`src/rtl/cs_window_ctrl.sv`:
```
// Stream sequencer for the CS sliding-window core.
// Gates core shifts, tags full-window results and buffers them per frame.
module cs_window_ctrl #(
  parameter int WIN       = 9,
  parameter int XW        = 8,
  parameter int YW        = 10,
  parameter int CORE_LAT  = 1,
  parameter int OUT_DEPTH = 2,
  parameter int CNT_W     = 16
) (
  input  logic             clk,
  input  logic             reset,
  input  logic             in_valid,
  output logic             in_ready,
  input  logic [XW-1:0]    in_data,
  input  logic             in_last,
  output logic [XW-1:0]    core_x,
  output logic             core_shift,
  output logic             core_clear,
  input  logic [YW-1:0]    core_y,
  output logic             out_valid,
  input  logic             out_ready,
  output logic [YW-1:0]    out_data,
  output logic             out_last,
  output logic             busy,
  output logic             err_short,
  output logic [CNT_W-1:0] frame_cnt
);

  localparam int FW = $clog2(WIN + 1);
  localparam int PW = (OUT_DEPTH > 1) ? $clog2(OUT_DEPTH) : 1;
  localparam int CW = $clog2(OUT_DEPTH + 1);
  localparam int IW = $clog2(CORE_LAT + 1);

  typedef enum logic [2:0] {
    IDLE, FILL, RUN, FLUSH, CLEAR
  } state_e;

  state_e              state_q, state_d;
  logic [FW-1:0]       fill_q, fill_d;
  logic [CORE_LAT-1:0] tag_v_q, tag_v_d;
  logic [CORE_LAT-1:0] tag_l_q, tag_l_d;
  logic [YW-1:0]       mem_data_q [OUT_DEPTH];
  logic [YW-1:0]       mem_data_d [OUT_DEPTH];
  logic [OUT_DEPTH-1:0] mem_last_q, mem_last_d;
  logic [PW-1:0]       wr_q, wr_d, rd_q, rd_d;
  logic [CW-1:0]       cnt_q, cnt_d;
  logic [CNT_W-1:0]    frame_q, frame_d;
  logic                err_q, err_d;

  logic                open_st, accept, produce;
  logic                push, pop, short_end;
  logic [IW-1:0]       inflight;
  int                  occ;

  function automatic logic [PW-1:0] nxt(input logic [PW-1:0] p);
    return (p == PW'(OUT_DEPTH - 1)) ? '0 : p + 1'b1;
  endfunction

  // Handshake, credit check and result tagging decisions
  always_comb begin
    inflight = '0;
    for (int i = 0; i < CORE_LAT; i++)
      inflight = inflight + IW'(tag_v_q[i]);
    open_st   = (state_q == IDLE) || (state_q == FILL) ||
                (state_q == RUN);
    out_valid = (cnt_q != '0);
    pop       = out_valid & out_ready;
    occ       = int'(inflight) + int'(cnt_q) - int'(pop);
    in_ready  = !reset && open_st && (occ < OUT_DEPTH);
    accept    = in_valid & in_ready;
    produce   = accept && (fill_q >= FW'(WIN - 1));
    short_end = accept && in_last && (fill_q < FW'(WIN - 1));
    push      = tag_v_q[CORE_LAT-1];
  end

  // Tag pipeline tracking results still inside the core
  always_comb begin
    tag_v_d    = '0;
    tag_l_d    = '0;
    tag_v_d[0] = produce;
    tag_l_d[0] = produce & in_last;
    for (int i = 1; i < CORE_LAT; i++) begin
      tag_v_d[i] = tag_v_q[i-1];
      tag_l_d[i] = tag_l_q[i-1];
    end
  end

  // Result FIFO next-state: push from tag exit, pop on handshake
  always_comb begin
    mem_data_d = mem_data_q;
    mem_last_d = mem_last_q;
    wr_d       = wr_q;
    rd_d       = rd_q;
    if (push) begin
      mem_data_d[wr_q] = core_y;
      mem_last_d[wr_q] = tag_l_q[CORE_LAT-1];
      wr_d             = nxt(wr_q);
    end
    if (pop) rd_d = nxt(rd_q);
    cnt_d = cnt_q + CW'(push) - CW'(pop);
  end

  // Frame FSM, fill counter, clear pulse and frame counter
  always_comb begin
    state_d    = state_q;
    fill_d     = fill_q;
    frame_d    = frame_q;
    core_clear = 1'b0;
    err_d      = short_end;
    if (accept && fill_q != FW'(WIN))
      fill_d = fill_q + 1'b1;
    unique case (state_q)
      IDLE, FILL: begin
        if (accept) begin
          if (in_last)
            state_d = FLUSH;
          else if (fill_q >= FW'(WIN - 1))
            state_d = RUN;
          else
            state_d = FILL;
        end
      end
      RUN: begin
        if (accept && in_last) state_d = FLUSH;
      end
      FLUSH: begin
        if (inflight == '0 && cnt_q == '0)
          state_d = CLEAR;
      end
      CLEAR: begin
        core_clear = 1'b1;
        frame_d    = frame_q + 1'b1;
        fill_d     = '0;
        state_d    = IDLE;
      end
      default: state_d = IDLE;
    endcase
  end

  // State and datapath registers
  always_ff @(posedge clk or posedge reset) begin
    if (reset) begin
      state_q    <= IDLE;
      fill_q     <= '0;
      tag_v_q    <= '0;
      tag_l_q    <= '0;
      mem_last_q <= '0;
      wr_q       <= '0;
      rd_q       <= '0;
      cnt_q      <= '0;
      frame_q    <= '0;
      err_q      <= 1'b0;
      for (int i = 0; i < OUT_DEPTH; i++)
        mem_data_q[i] <= '0;
    end else begin
      state_q    <= state_d;
      fill_q     <= fill_d;
      tag_v_q    <= tag_v_d;
      tag_l_q    <= tag_l_d;
      mem_last_q <= mem_last_d;
      wr_q       <= wr_d;
      rd_q       <= rd_d;
      cnt_q      <= cnt_d;
      frame_q    <= frame_d;
      err_q      <= err_d;
      mem_data_q <= mem_data_d;
    end
  end

  assign core_x     = in_data;
  assign core_shift = accept;
  assign out_data   = mem_data_q[rd_q];
  assign out_last   = mem_last_q[rd_q];
  assign busy       = (state_q != IDLE);
  assign err_short  = err_q;
  assign frame_cnt  = frame_q;

endmodule

```
`config.mk`:
```
export PLATFORM = sky130hd
export DESIGN_NAME = cs_window_ctrl
export DESIGN_NICKNAME = d
export VERILOG_FILES = /design/src/rtl/cs_window_ctrl.sv
export SDC_FILE = /design/constraint.sdc
export NUM_CORES = 1
export LEC_CHECK = 0
export CORE_MARGIN = 8
export CORE_UTILIZATION = 53
export DETAILED_ROUTE_END_ITERATION = 8
export PLACE_DENSITY_LB_ADDON = 0.1
export SLEW_MARGIN = 20
export SYNTH_ARGS = -nofsm -noshare
export SYNTH_HDL_FRONTEND = slang
export SYNTH_SLANG_ARGS = --single-unit
```
`constraint.sdc`:
```
create_clock -name clk -period 6.26 [get_ports clk]
set_clock_uncertainty 0.05 [all_clocks]
set_input_delay 1.252 -clock clk [delete_from_list [all_inputs] [get_ports clk]]
set_output_delay 1.252 -clock clk [all_outputs]
set_load 0.03 [all_outputs]
```
==> results.toml <==
[run_status]
status = "completed"

[critical_path]
worstPathMaxFanout = 5
critPathSlowestCell = "sky130_fd_sc_hd__clkdlybuf4s50_1"
cp_data_arrival_time_ns = 4.03
crit_chain = "clkdlybuf4s50_1, nand2_1, xnor2_1, ha_1, inv_1, fa_1, and3b_1, a32oi_1, nor2_1, clkdlybuf4s50_1"
worst_r2r_endpoint = "tag_l_q"
ff2ff_setup_slack_ns = 3.33
reg2reg_from = "cnt_q[1]"
required_ns = 4.96
startpoint_type = "input pin"
cell_repeated_most_along_the_worst_path = "sky130_fd_sc_hd__clkdlybuf4s50_1"
timing.critical_path.to_type = "output port"
reg2regPathDepth = 10
worstSetupPathDepth = 10
critical_path_class = "input pin to output port"
critical_path.max_stage_delay_ns = 0.62
critical_path.top_delay_family = "buffers and inverters"
timing.critical_path.buf_inv = 3

[power]
design_power_total_uw = 1320
switchingPower_uw = 496
cellInternalPower_uw = 825
share_comb_of_total_power_pct = 45.6
irDropWorstVdd_uv = 231
power_density_nw_per_um2 = 431
seq_power_share_pct = 39.9
leakage_uw = 0.00139
switching_share_pct = 37.6
share_clk_of_total_power_pct = 14.5

[yosys]
synthDominantCellAreaShare_pct = 51.6
synth-edff-count = 0
yosys_warnings = 0
postSynthNetCount = 238
seq_area_frac_synth_pct = 51.6
mappedNetlistArea_um2 = 2520
async_reset_ff_share_pct = 100
ys_seq_elements = 52
postSynth.topFlopCell = "sky130_fd_sc_hd__dfrtp_1"
synth_area_leader_cell = "sky130_fd_sc_hd__dfrtp_1"
synth.top_cells.by_area = "sky130_fd_sc_hd__dfrtp_1, sky130_fd_sc_hd__mux2_2, sky130_fd_sc_hd__xnor2_1"
synth.distinct_cells = 40
avgSynthCellArea_um2 = 12.2
gate_count_post_synth = 207

[timing]
post-route-period-util_pct = 85.1
final.hold.worst_slack_ns = 0.419
post_layout_min_period_ns = 5.33
timing.slew.headroom_pct = 35.0
finalSetupViolCount = 0
layout_setup_ws_ns = 0.931
max_slew.worst_pin.slew_ns = 0.973
fin_setup_tns_ns = 0
fmax_mhz = 188
maxSlewViolCount = 0
grt_setup_unrepaired = "no"
hold_violations = 0

[cts]
clk_pin_slew_ns = 0.08
cts_repair_resize_count = 0
h_tree_levels = 2
cts.sink_count = 52
clock_tree.root_cell = "sky130_fd_sc_hd__clkbuf_8"
clock_path_buffers = 2
tritoncts = "built"
cts-hold-fix-buffers = 0
post-cts-setup-buffers = 0
clkLatencyLatePin_ns = 0.30
tritoncts.num_buffers = 5

[detailed_routing]
routed_wl_um = 4700
drt_pre_antenna_iters = 4
drt_iter0_markers = 88
route.detailed.vias_per_inst = 5.34
drc_errors_left = 0
avgRoutedWirePerCell_um = 15.5
vias = 1623
ant_nets = 0

[grt]
grt-ovfl-total = 0
grt.total_usage_pct = 13.7
antenna_found_initial = 0
first_global_vias = 1670
grt_first_pass_wirelength_um = 8050
grt_start_max_net_pins = 54

[layout]
cell_area_after_layout_um2 = 3070
insertedDiodeCount = 0
drive_gt1_share_pct = 21.2
final_common_cell = "sky130_fd_sc_hd__dfrtp_1"
layout_stage_area_growth_over_the_synthesis_result_pct = 21.7
mostFrequentLayoutCells = "sky130_fd_sc_hd__dfrtp_1, sky130_fd_sc_hd__clkdlybuf4s50_1, sky130_fd_sc_hd__mux2_2"
fin_nets = 280

[floorplanning]
boundaryPins = 64
die-height_um = 85.0
dieWidth_um = 85.0
placementRows = 25
die-area_um2 = 7220
core-area_um2 = 4660
initial_utilization_pct = 54.1

[min_path]
worstHoldPathType = "register to register"
hold_start = "frame_cnt[15]"
holdPathEnd = "frame_cnt[15]"
timing.hold.worst_path_depth = 1

[place]
place.port_buffers = 47
place_area_um2 = 2980
post-place-ws_ns = 0.916
globalplace.congestion = 0.755
dp_hpwl_um = 3390

[run]
count_of_max_cap_constraint_violations = 0
power by group through the flow:
stage / sequential (uW) / combinational, uW / clock, uW
floorplan: 516 / 429 / 0
global placement: 533 / 602 / 0
detailed placement: 537 / 608 / 0
CTS: 529 / 611 / 199
global route: 546 / 652 / 211
finish: 527 / 602 / 192
through the flow:
step | cells | utilization (%)
after global placement | 296 | 63.9
final | 304 | 65.8
after global routing | 304 | 65.8
after detailed placement | 296 | 63.9
after floorplan | 207 | -
after CTS | 304 | 65.8
worst register-to-register path, stage by stage, from the launching register on:
cell and delay [ns]:
sky130_fd_sc_hd__dfrtp_1 0.46, sky130_fd_sc_hd__or2_2 0.36, sky130_fd_sc_hd__nand2_1 0.15, sky130_fd_sc_hd__xnor2_1 0.13, sky130_fd_sc_hd__ha_1 0.20, sky130_fd_sc_hd__inv_1 0.06, sky130_fd_sc_hd__fa_1 0.47, sky130_fd_sc_hd__and3b_1 0.22
sky130_fd_sc_hd__a32oi_1 0.35, sky130_fd_sc_hd__nor2_1 0.15, sky130_fd_sc_hd__and3_1 0.22
routing by layer:
metal | GRT usage [%] | part of all wire, % | routed length, um | vias to the layer above
li1 | - | - | - | 785
met1 | 16.9 | 45 | 2130 | 791
met2 | 21.1 | 46 | 2140 | 39
met3 | 5.89 | 7.7 | 364 | 8
met4 | 4.21 | 1.3 | 60 | 0
met5 | 0 | 0 | 0 | -
Yosys cell counts, types with 3 or more instances:
cell                      instances
sky130_fd_sc_hd__and3_1           4
sky130_fd_sc_hd__xnor2_1         12
sky130_fd_sc_hd__nand4_1          4
sky130_fd_sc_hd__nand3_1          7
sky130_fd_sc_hd__buf_2            4
sky130_fd_sc_hd__mux2_2          33
sky130_fd_sc_hd__or2_2            3
sky130_fd_sc_hd__nor2_1           9
sky130_fd_sc_hd__buf_4            9
sky130_fd_sc_hd__nor3_1           3
sky130_fd_sc_hd__ha_1             7
sky130_fd_sc_hd__xor2_1           6
sky130_fd_sc_hd__dfrtp_1         52
sky130_fd_sc_hd__a21oi_1          4
sky130_fd_sc_hd__nand2_1         12
sky130_fd_sc_hd__inv_1           10
flip-flops by register name, indices dropped and copies added (netlist names):
register and cells:
fill_q 4, mem_last_q 2, err_short 1, tag_l_q 1, frame_cnt 16, state_q 3
cnt_q 2, rd_q 1, push 1, wr_q 1, mem_data_q 20
worst max path at each step:
stage / start / endpoint / slack [ns]
final: out_ready / core_shift / 0.93
after detailed placement: out_ready / core_shift / 0.92
after CTS: out_ready / core_shift / 0.90
after global routing: out_ready / core_shift / 0.74
after global placement: out_ready / core_shift / 1.0
after floorplan: reset / core_shift / 1.67
kinds of logic (layout without fill, tap and decap cells):
family | count (synthesis) | in the layout | synth area share (%)
simple gates | 56 | 56 | 12.9
compound gates | 14 | 14 | 4.07
flops | 52 | 52 | 51.6
fa+ha+maj | 8 | 8 | 4.27
buf+inv | 24 | 67 | 5.11
mux | 34 | 34 | 15.1
xor+xnor | 19 | 19 | 6.90
area by class of cell:
| type | count | area, um2 |
|---|---|---|
| clock buffers | 8 | 90.1 |
| fillers | 359 | 1590 |
| inverters | 11 | 41.3 |
| multi-input cells | 131 | 1090 |
| flip-flops and latches | 52 | 1300 |
| well taps | 54 | 67.6 |
| repair buffers | 48 | 478 |
Note: power is estimated with default switching activity, not from simulation.
==> RTL edit: new RTL, config.mk and constraints unchanged <==
Encoding of `state_e`: now one-hot (5 bits for 5 states).
--- a/src/rtl/cs_window_ctrl.sv
+++ b/src/rtl/cs_window_ctrl.sv
@@ -32,8 +32,8 @@
   localparam int CW = $clog2(OUT_DEPTH + 1);
   localparam int IW = $clog2(CORE_LAT + 1);
 
-  typedef enum logic [2:0] {
-    IDLE, FILL, RUN, FLUSH, CLEAR
+  typedef enum logic [4:0] {
+    IDLE = 5'b00001, FILL = 5'b00010, RUN = 5'b00100, FLUSH = 5'b01000, CLEAR = 5'b10000
   } state_e;
 
   state_e              state_q, state_d;
Check against the original RTL: no difference found for any inputs over 10 cycles, from zero or initial values and one cycle with reset high; not proved beyond that.
==> RTL edit against the original RTL <==
Count of clock-buffer cells in the layout is the same. Routed wire length grew 12%. Cell area grew 6.4%. Power grew 17%. Synthesized area grew 7.1%. Setup slack lost 0.083 ns. Core utilization shrank 0.64 points. Sequential cell count grew 2. Largest cell class unchanged. Maximum frequency shrank 1.5%. First-iteration DRC count shrank 30%.
==> RTL edit: results <==
placed_design:
  place_ws_ns: 0.859
  place_area_um2: 3160
  routabilityCongestion: 0.780
  port_buffers: 47
  hpwl_um: 3840
final_layout:
  final_util_pct: 65.2
  regArea_um2: 1350
  final_nets: 297
  regMostFlops: "mem_data_q"
  num_antenna_cells: 0
  fillerInstances: 423
  inv_count: 8
  multi_input_area_um2: 1210
  non_clock_buffer_area_share_pct: 14.6
  seq_cell_count: 54
  clock_area_share_pct: 3.37
  largest_register_ffs: 20
  drive_gt1_share_pct: 19.5
  n_clock_buffer: 8
  multi_input_gates: 149
worst_setup_path:
  worstSetupStartpoint: "out_ready"
  cp.arrival_ns: 4.11
  reg2reg_from: "cnt_q[1]"
  reg2reg_slack_ns: 3.24
  critPathMaxFanout: 7
sta:
  whs_ns: 0.426
  tightest_slew_ns: 1.01
  fin_ws_ns: 0.847
pwr:
  p_leak_uw: 0.00145
  irDropWorstVdd_mv: 0.190
outcome:
  status: "finished, final reports clean"
yosys:
  synth_common_cells: "dfrtp_1 (53), mux2_2 (34), nand2_1 (19)"
  ys_seq_area_share_pct: 50.1
  async_flop_share_pct: 100
  yosys-top-cells-area: "dfrtp_1 (49%), mux2_2 (14%), xnor2_1 (4.5%), ha_1 (3.2%), buf_4 (2.8%)"
  synth.distinct_cells: 48
  synth_nets: 258
  yosysTopAreaCell: "dfrtp_1"
clock_tree:
  clk_pin_slew_ns: 0.09
  cts_resized: 0
  root_buffer: "clkbuf_8"
  clock_latency_ns: 0.30
  numCtsBuffers: 5
routing:
  first_iter_violations: 62
  drt_pre_antenna_iters: 5
  viasPerCell: 5.29
  routed_wl_um: 5260
die:
  die_area_um2: 7630
grt:
  antenna_found_initial: 0
  grt_pass1_wl_um: 8630
  grt.total_usage_pct: 14.4
  grt_max_degree: 52
  first_global_vias: 1777
## RTL edit: cell types whose count changed after synthesis, sizes merged, moves of 3 or more
cell   delta
nor2b     +3
nand2     +8
a21oi     -3
inv       -3
## RTL edit: path summary, 6_finish.rpt
| kind | endpoint | depth (start not counted) |
|---|---|---|
| setup / recovery | core_shift | 10 |
| hold / removal | frame_cnt[15] | 1 |
| setup reg to reg | fill_q[1] | 10 |
| hold reg to reg | frame_cnt[15] | 1 |
| max in group asynchronous | fill_q[3] | 3 |
| min in group asynchronous | state_q[2] | 2 |
## RTL edit: worst max-delay path, cell delays in order
cell             delay (ns)
clkdlybuf4s50_1        0.46
nand2_1                0.10
xnor2_1                0.17
ha_1                   0.19
inv_1                  0.05
fa_1                   0.38
xnor2_1                0.23
a32o_1                 0.27
and3_1                 0.30
clkdlybuf4s50_1        0.71
## RTL edit: cells by family (layout without fill, tap and decap cells)
family | Yosys count | after routing | share of synthesized area, %
compound gates | 14 | 14 | 4.03
buf+inv | 24 | 64 | 5.15
simple gates | 68 | 68 | 14.0
flops | 54 | 54 | 50.1
mux | 37 | 37 | 15.3
xor+xnor | 22 | 22 | 7.42
fa+ha+maj | 8 | 8 | 3.99
## RTL edit: per-layer routing
layer  GRT usage [%]  vias to the layer above  part of all wire (%)
li1                -                      862                     -
met1            17.9                      867                    45
met2            21.9                       50                    46
met3            6.04                        4                   8.6
met4            4.69                        0                  0.49
met5               0                        -                     0
## RTL edit: report_power, final
part	switching [uW]	internal (uW)
registers	111	465
logic	380	366
clock network	106	112
total	597	943
## RTL edit: metrics by stage
step                power, uW  instances
CTS                      1560        337
global placement         1320        329
global route             1640        337
finish                   1540        337
detailed placement       1340        329
floorplan                1120        227
